[src/rtl/uart_tx_pkg.sv]
// Shared definitions for the MIDI/UART transmitter: state encoding and bit-period constants.
package uart_tx_pkg;

    // Numbering matches the receiver where the states correspond.
    typedef enum logic [2:0] {
        IDLE  = 3'b000,
        START = 3'b001,
        DATA  = 3'b011,
        STOP  = 3'b100
    } tx_state_t;

    // 31250 baud from the system clock.
    localparam int unsigned MIDI_CLKS_PER_BIT   = 3200;
    localparam int unsigned MIDI_CLKS_PER_BIT_W = 12;

endpackage

[src/rtl/uart_tx_if.sv]
// Byte handshake between a source and the transmitter's holding register.
interface uart_tx_if;
    logic       dv;
    logic [7:0] pi;
    logic       rdy;

    modport master (output dv, output pi, input rdy);
    modport slave  (input dv, input pi, output rdy);
endinterface

[src/rtl/uart_tx_up_cnt_mod.sv]
// Modulo up-counter with synchronous clear, clock enable and wrap carry.
module up_cnt_mod #(
    parameter int unsigned MODULO = 8,
    parameter int unsigned W      = 3
) (
    input  logic         clk,
    input  logic         rst,
    input  logic         ce,
    input  logic         clr,
    output logic [W-1:0] cnt,
    output logic         carry
);

    assign carry = ce & (cnt == W'(MODULO - 1));

    // Count enabled cycles, wrapping to zero at MODULO; clear has priority.
    always_ff @(posedge clk or negedge rst) begin
        if (!rst) begin
            cnt <= '0;
        end else if (clr) begin
            cnt <= '0;
        end else if (ce) begin
            cnt <= carry ? '0 : cnt + W'(1);
        end
    end

endmodule

[src/rtl/uart_tx.sv]
// 8N1 serial transmitter with a one-byte holding register for gapless streaming.
module uart_tx
    import uart_tx_pkg::*;
#(
    parameter int unsigned CLKS_PER_BIT   = MIDI_CLKS_PER_BIT,
    parameter int unsigned CLKS_PER_BIT_W = MIDI_CLKS_PER_BIT_W
) (
    input  logic     clk,
    input  logic     rst,
    input  logic     ce,
    uart_tx_if.slave bus,
    output logic     busy,
    output logic     do_line
);

    tx_state_t                 state;
    logic [7:0]                hold_q;
    logic [7:0]                shift_q;
    logic                      full;
    logic                      do_q;
    logic                      busy_q;
    logic [CLKS_PER_BIT_W-1:0] baud_cnt;
    logic                      bit_end;
    logic [2:0]                bit_cnt;
    logic                      bit_carry;
    logic                      accept;
    logic                      unload;
    logic                      unused_cnt_bits;

    assign accept  = ce & bus.dv & ~full;
    // Holding register drains at IDLE or at the end of a stop bit.
    assign unload  = ce & full & ((state == IDLE) | ((state == STOP) & bit_end));
    assign bus.rdy = ~full;
    assign busy    = busy_q;
    assign do_line = do_q;

    assign unused_cnt_bits = ^{baud_cnt, bit_cnt};

    up_cnt_mod #(
        .MODULO (CLKS_PER_BIT),
        .W      (CLKS_PER_BIT_W)
    ) u_baud (
        .clk   (clk),
        .rst   (rst),
        .ce    (ce),
        .clr   (ce & ((state == IDLE) | unload)),
        .cnt   (baud_cnt),
        .carry (bit_end)
    );

    up_cnt_mod #(
        .MODULO (8),
        .W      (3)
    ) u_bits (
        .clk   (clk),
        .rst   (rst),
        .ce    ((state == DATA) & bit_end),
        .clr   (ce & (state != DATA)),
        .cnt   (bit_cnt),
        .carry (bit_carry)
    );

    // Holding register: accept wins over unload so a same-cycle pair keeps full set.
    always_ff @(posedge clk or negedge rst) begin
        if (!rst) begin
            hold_q <= '0;
            full   <= 1'b0;
        end else begin
            if (accept) begin
                hold_q <= bus.pi;
            end
            if (accept) begin
                full <= 1'b1;
            end else if (unload) begin
                full <= 1'b0;
            end
        end
    end

    // Frame sequencer with registered line and busy outputs, one cycle behind the state.
    always_ff @(posedge clk or negedge rst) begin
        if (!rst) begin
            state   <= IDLE;
            shift_q <= '0;
            do_q    <= 1'b1;
            busy_q  <= 1'b0;
        end else if (ce) begin
            busy_q <= (state != IDLE) | full;
            case (state)
                START:   do_q <= 1'b0;
                DATA:    do_q <= shift_q[0];
                default: do_q <= 1'b1;
            endcase
            case (state)
                IDLE: begin
                    if (full) begin
                        shift_q <= hold_q;
                        state   <= START;
                    end
                end
                START: begin
                    if (bit_end) begin
                        state <= DATA;
                    end
                end
                DATA: begin
                    if (bit_end) begin
                        shift_q <= {1'b0, shift_q[7:1]};
                        if (bit_carry) begin
                            state <= STOP;
                        end
                    end
                end
                STOP: begin
                    if (bit_end) begin
                        if (full) begin
                            shift_q <= hold_q;
                            state   <= START;
                        end else begin
                            state <= IDLE;
                        end
                    end
                end
                default: state <= IDLE;
            endcase
        end
    end

endmodule

[src/flat_wrapper.sv]
// flat-port wrapper written by rule: the top's interface ports become plain ports
module uart_tx_flat import uart_tx_pkg::*;
#(
    parameter int unsigned CLKS_PER_BIT   = MIDI_CLKS_PER_BIT,
    parameter int unsigned CLKS_PER_BIT_W = MIDI_CLKS_PER_BIT_W
)
  (clk, rst, ce, busy, do_line, bus_dv, bus_pi, bus_rdy);
  uart_tx_if bus_i ();
  input  logic clk;
  input  logic rst;
  input  logic ce;
  output logic busy;
  output logic do_line;
  input wire logic [$bits(bus_i.dv)-1:0] bus_dv;
  input wire logic [$bits(bus_i.pi)-1:0] bus_pi;
  output wire logic [$bits(bus_i.rdy)-1:0] bus_rdy;
  assign bus_i.dv = bus_dv;
  assign bus_i.pi = bus_pi;
  assign bus_rdy = bus_i.rdy;
  uart_tx #(.CLKS_PER_BIT(CLKS_PER_BIT), .CLKS_PER_BIT_W(CLKS_PER_BIT_W)) u_core (.clk(clk), .rst(rst), .ce(ce), .bus(bus_i), .busy(busy), .do_line(do_line));
endmodule
[config.mk]
export PLATFORM = sky130hd
export DESIGN_NAME = uart_tx_flat
export DESIGN_NICKNAME = d
export VERILOG_FILES = /design/src/rtl/uart_tx_pkg.sv /design/src/rtl/uart_tx_if.sv /design/src/rtl/uart_tx_up_cnt_mod.sv /design/src/rtl/uart_tx.sv /design/src/flat_wrapper.sv
export SDC_FILE = /design/constraint.sdc
export NUM_CORES = 1
export LEC_CHECK = 0
export CORE_ASPECT_RATIO = 0.7
export CORE_UTILIZATION = 45
export CTS_CLUSTER_DIAMETER = 150
export DETAILED_ROUTE_END_ITERATION = 6
export PLACE_DENSITY = 0.69
export SLEW_MARGIN = 30
export SYNTH_ARGS = -nofsm -noshare
export SYNTH_HDL_FRONTEND = slang
export SYNTH_SLANG_ARGS = --single-unit
[constraint.sdc]
create_clock -name clk -period 2 [get_ports clk]
set_clock_uncertainty 0.15 [all_clocks]
set_input_delay 0.5 -clock clk [delete_from_list [all_inputs] [get_ports clk]]
set_output_delay 0.5 -clock clk [all_outputs]
set_load 0.01 [all_outputs]
======== Yosys cells after proc, flatten, opt, wreduce, memory -nomap -nowiden ========
Cells that the tools add are included.
Widths: inputs -> output; s select.
word-level totals
  register bits after elaboration ......... 37
  logic and storage cells ................. 63
operators by class
  add/sub/neg operators ................... 2
  equality and inequality tests ........... 11
  mux-type cells .......................... 20
  bitwise gates (word level) .............. 14
  reductions and logical operators ........ 8
operators by type and width
  operator               number
  $mux 12                3
  $mux 3                 8
  $mux 8                 3
  $pmux 8 s3             1
  $add 12x1->12 const B  1
  $eq 12x12->1 const B   1
  $pmux 3 s4             1
  $and 1x1->1            10
  $ne 2x1->1 const B     4
  $eq 3x3->1 const B     2
  $reduce_and 6->1       1
  $reduce_bool 2->1      3
  $reduce_bool 3->1      2
  $reduce_and 4->1       1
  $add 3x1->3 const B    1
  $eq 3x1->1 const B     1
  $eq 3x2->1 const B     1
  $logic_not 3->1        1
  $mux 1                 3
  $ne 3x2->1 const B     1
  $or 1x1->1             3
  $ne 2x2->1 const B     1
  $pmux 1 s2             1
  $not 1->1              1

======== Depth between registers and ports, before layout ========
  depth after elaboration ................. 8
  depth in mapped cells ................... 6

======== By module ========
Synthesis repeated with hierarchy kept, for this count alone.
second synthesis, totals
  cells, all modules ...................... 167
  area, all modules ....................... 1,955.6 µm²
modules (own cells, without submodules)
  module                       times used  cells each  area an instance (µm²)  sequential area each (µm²)
  uart_tx                      1           84          1,107.3                 551.8
  up_cnt_mod at u_core.u_baud  1           69          688.2                   300.3
  up_cnt_mod at u_core.u_bits  1           14          160.2                   75.1

======== Worst setup path before layout ========
OpenSTA, ideal clock, no wires.
  path kind ............................... reg2reg
  start ................................... register u_core.u_baud.cnt[0]
  end ..................................... register u_core.shift_q[0]
  library setup time ...................... 125 ps
  arrival time ............................ 1,719 ps
  required time ........................... 1,725 ps
  path slack .............................. 6 ps
  cell stages (with the launch flop) ...... 6
  period minus slack after synthesis ...... 1,994 ps
  path through ............................ dfrtp_1 > ha_1 > and3_1 > nand4_1 > a211oi_4 > mux2_2
on the way
  longest elaborated chain between the ends .. 4
  elaborated cells between the ends (all ways) .. 5
RTL lines
  item                                   line                      source
  start: declaration                     uart_tx_up_cnt_mod.sv:10  output logic [W-1:0] cnt,
  start signal: assignment               uart_tx_up_cnt_mod.sv:23  cnt <= carry ? '0 : cnt + W'(1);
  $eq 12x12->1 (*)                       uart_tx_up_cnt_mod.sv:14  assign carry = ce & (cnt == W'(MODULO - 1));
  $and 1x1->1 (*)                        uart_tx_up_cnt_mod.sv:14
  $ne 2x1->1 (no source line)            --
  $reduce_and 4->1 (no source line) (*)  --
  end signal: assignment                 uart_tx.sv:97             shift_q <= hold_q;
  end signal: assignment                 uart_tx.sv:108            shift_q <= {1'b0, shift_q[7:1]};
  end signal: assignment                 uart_tx.sv:117            shift_q <= hold_q;
  end: declaration                       uart_tx.sv:18             logic [7:0] shift_q;
Every way passes the cells marked *; elsewhere a longest branch is shown, timed or not.
A chain may end at the register's enable or synchronous reset.

======== Worst setup path after layout ========
  start ................................... register u_core.u_baud.cnt[0]
  end ..................................... register u_core.shift_q[1]
The elaborated chain is that of the path after synthesis.

==> metrics.md <==
| Metric | Value |
|---|---|
| Site row count | `19` |
| Worst r2r dst | `u_core.shift_q[1]$_DFFE_PN0P_` |
| Clock Path Buffers | `2` |
| Die X | `79.0 µm` |
| Pwr Density | `about 900 nW/µm²` |
| Critical Path End Type | `flip-flop` |
| Root buf cell | `clkbuf_8` |
| Core Area | `3950 µm²` |
| Post-route DRC | `0` |
| P&R area growth vs syn | `28.2%` |
| Initial Util | `a little under half` |
| Critical path data arrival time | `slightly below 2 ns` |
| Seq/Total Area, Yosys | `a little under 50%` |
| Filler Cell Count | `between 300 and 400` |
| Mapped Cells | `about 170` |
| Fmax | `509 MHz` |
| TNS Setup | `0 ns` |
| Pwr Total | `roughly 2.2 mW` |
| Final period util | `a little over nine tenths` |
| Hold Path Class | `reg2reg` |
| Met2 Routed Length | `1780 µm` |
| Post-synth ARST share | `100%` |
| Synth top area cells | `dfrtp_1 (48%), mux2_2 (13%), a31oi_1 (3.3%), a32o_1 (2.1%), o21ai_0 (2.1%)` |
| Slowest CP cell | `dfrtp_1` |
| Worst skew pair latency | `0.29 ns` |
| Relative slew slack | `approximately 73%` |
| CTS tree | `built` |
| Number of port buffers | `14` |
| Share of layout cells above drive strength 1 | `between 30% and 40%` |
| Min-Delay Endpoint | `u_core.do_line$_DFFE_PN1P_` |
| Critical hold path startpoint | `u_core.do_line$_DFFE_PN1P_` |
| Synthesized area per cell | `between 10 and 15 µm²` |
| Final slew viol count | `0` |
| Total GRT Usage | `between 20% and 30%` |
| Die Y | `~56 µm` |
| Warnings, synthesis | `0` |
| Final Non-Filler Cells | `around 260` |
| Slew @ Worst Pin | `0.400 ns` |
| Worst setup SP type | `flip-flop` |
| Synth top area share | `48.2%` |
| Crit path largest cell delay | `approximately 0.36 ns` |
| Drt first pass iters | `4` |
| Post-synth EDFFs | `0` |
| Top FF cell, synth | `dfrtp_1` |
| Register Area | `just over 900 µm²` |
| R2R Setup Slk | `roughly 0.034 ns` |
| Routed WL | `roughly 4100 µm` |
| Leakage power | `around 1.1 nW` |
| Sink Count | `37` |
| Wl on met1 | `roughly 2100 µm` |
| Syn Std Cell Area | `around 1900 µm²` |
| Vias per std cell | `around 5.7` |
| Crit-path leading delay family | `simple AND/OR/NAND/NOR gates` |
| Routed vias | `approximately 1500` |
| Setup violations, final | `0` |
| H-tree levels | `2` |
| Final Hold Vio Count | `0` |
| Area of the multi-input gates | `between 900 and 1000 µm²` |
| Syn nets | `184` |
| Initial antenna violation count | `0` |
| Crit path cell chain | `ha_2, and3_4, nand4_1, a211oi_4, buf_6, mux2_4` |
| Hold buffers post-CTS | `0` |
| Placed instance count | `254` |
| # IOs | `15` |
| Max rail drop VDD | `approximately 0.52 mV` |
| Total grt overflow | `0` |
| First-pass GRT wire length | `approximately 7000 µm` |
| ANT cells | `0` |
| HPWL after DPL | `3000 µm` |
| Status | `finished clean` |
| Reg2reg path depth | `6` |
| CP required | `between 2 and 2.5 ns` |
| Yosys top cell by area | `dfrtp_1` |
| Vias in the first global route | `roughly 1400` |
| Routability cong. | `0.927` |
| Crit path max fanout | `8` |
| CTS Buf Count | `5` |
| Number of synthesized register bits | `37` |
| Layout Nets | `about 230` |
| Top Layer Used | `met4` |
| Hold depth | `2` |
| Largest net degree at the start of global routing | `38` |
| First DRT Iteration DRCs | `roughly 110` |
| Wire length per cell | `between 15 and 20 µm` |
| Fin crit period | `roughly 2.0 ns` |
| Clock-pin slew on the worst setup and hold paths | `0.07 ns` |
| Worst hold slack | `about 0.34 ns` |
| Count of cell types in the netlist | `41` |
| CP Class | `reg2reg` |
| DIE AREA | `roughly 4400 µm²` |
| Place WS | `-0.0731 ns` |
| WP buf/inv | `1` |
| Met3 WL | `~240 µm` |
| # Max-Cap Violations | `0` |
| RSZ-0062 raised after global routing | `true` |
| Critical R2R Launch | `u_core.u_baud.cnt[0]$_DFFE_PN0P_` |
| Final antenna-violating net count | `0` |
| Worst Setup Slack, final | `~0.034 ns` |
[metrics by stage]
| stage | utilization (%) | instance area, µm² |
|---|---|---|
| after global routing | 60.7 | 2390 |
| after global placement | 57.2 | 2260 |
| after CTS | 59.8 | 2360 |
| after detailed placement | 57.2 | 2260 |
| after floorplan | - | 1870 |
| final | 60.7 | 2390 |
[how the worst max path moves through the flow]
stage                                                 from                          endpoint  slack, ns  cells past startpoint
after global placement                                  ce  u_core.u_baud.cnt[5]$_DFFE_PN0P_      -0.06                      6
final                     u_core.u_baud.cnt[0]$_DFFE_PN0P_     u_core.shift_q[1]$_DFFE_PN0P_       0.03                      6
after floorplan           u_core.u_baud.cnt[0]$_DFFE_PN0P_     u_core.shift_q[0]$_DFFE_PN0P_      0.006                      5
after global routing      u_core.u_baud.cnt[8]$_DFFE_PN0P_     u_core.shift_q[1]$_DFFE_PN0P_      -0.06                      5
after CTS                 u_core.u_baud.cnt[7]$_DFFE_PN0P_     u_core.shift_q[1]$_DFFE_PN0P_      -0.02                      5
after detailed placement                                ce  u_core.u_baud.cnt[5]$_DFFE_PN0P_      -0.07                      6
[where the power goes]
group | internal (mW) | switching, mW | leakage, nW | total, mW
logic | 0.339 | 0.205 | 0.585 | 0.545
clock network | 0.273 | 0.244 | 0.0443 | 0.517
registers | 0.956 | 0.132 | 0.456 | 1.09
[cell families after synthesis]
logic type | Yosys count | synth area share, %
simple gates | 47 | 14.4
compound gates | 42 | 16.0
flops | 37 | 49.6
mux | 24 | 14.3
buf+inv | 15 | 3.15
fa+ha+maj | 3 | 2.01
xor+xnor | 1 | 0.469
[cells in the mapped netlist, types with 2 or more instances]
library cell,instances
dfrtp_1,36
mux2_2,22
a31oi_1,10
o21ai_0,8
inv_1,7
nand2_1,7
nand3_1,7
a21oi_1,6
clkbuf_1,6
nor2_1,6
or3_1,5
a32o_1,4
and3_1,4
nand4_1,4
ha_1,3
a211oi_1,2
a21o_1,2
and2_1,2
buf_2,2
mux2i_1,2
nand2b_1,2
nor4_1,2
or2_2,2
[timing repair]
action                                  in CTS  in global routing
gates resized for setup                      5                  9
cloned                                       0                  0
pin swaps                                    4                  3
buffers inserted                             1                  0
endpoints found under the setup margin       9                  8
[sequential cells by signal, summed over array words and instances (netlist names)]
name,count
u_core.u_baud.cnt,12
u_core.hold_q,8
u_core.shift_q,8
u_core.state,3
u_core.u_bits.cnt,3
u_core.busy,1
u_core.do_line,1
u_core.full,1
[tightest hold or removal path, cell delays in order, from the launching register on]
cell	delay, ns
dfstp_2	0.37
nor2_1	0.07
a21oi_1	0.04
[area by class of cell]
class / instances / share of cell area (%)
flip-flops and latches: 37 / 38.8
multi-input cells: 117 / 38.6
repair buffers: 42 / 15.2
clock buffers: 7 / 3.61
well taps: 52 / 2.72
inverters: 7 / 1.10
[cell usage in the layout (no fill, tap or decap), types with 5 or more instances in the layout]
| cell type | n |
|---|---|
| or3_1 | 5 |
| nor2_1 | 6 |
| nand3_1 | 7 |
| mux2_2 | 15 |
| inv_1 | 7 |
| dfrtp_1 | 35 |
| a31oi_1 | 10 |
| mux2_4 | 7 |
| buf_4 | 26 |
| a21oi_1 | 6 |
| clkdlybuf4s50_1 | 12 |
| nand2_1 | 7 |
| clkbuf_8 | 6 |
| o21ai_0 | 8 |
[routing by layer]
metal / vias to the layer above / global-route usage, %
li1: 715 / -
met1: 731 / 31.2
met2: 51 / 28.1
met3: 6 / 5.57
met4: 0 / 8.57
met5: - / 0
Power figures use the tool's default switching activity.
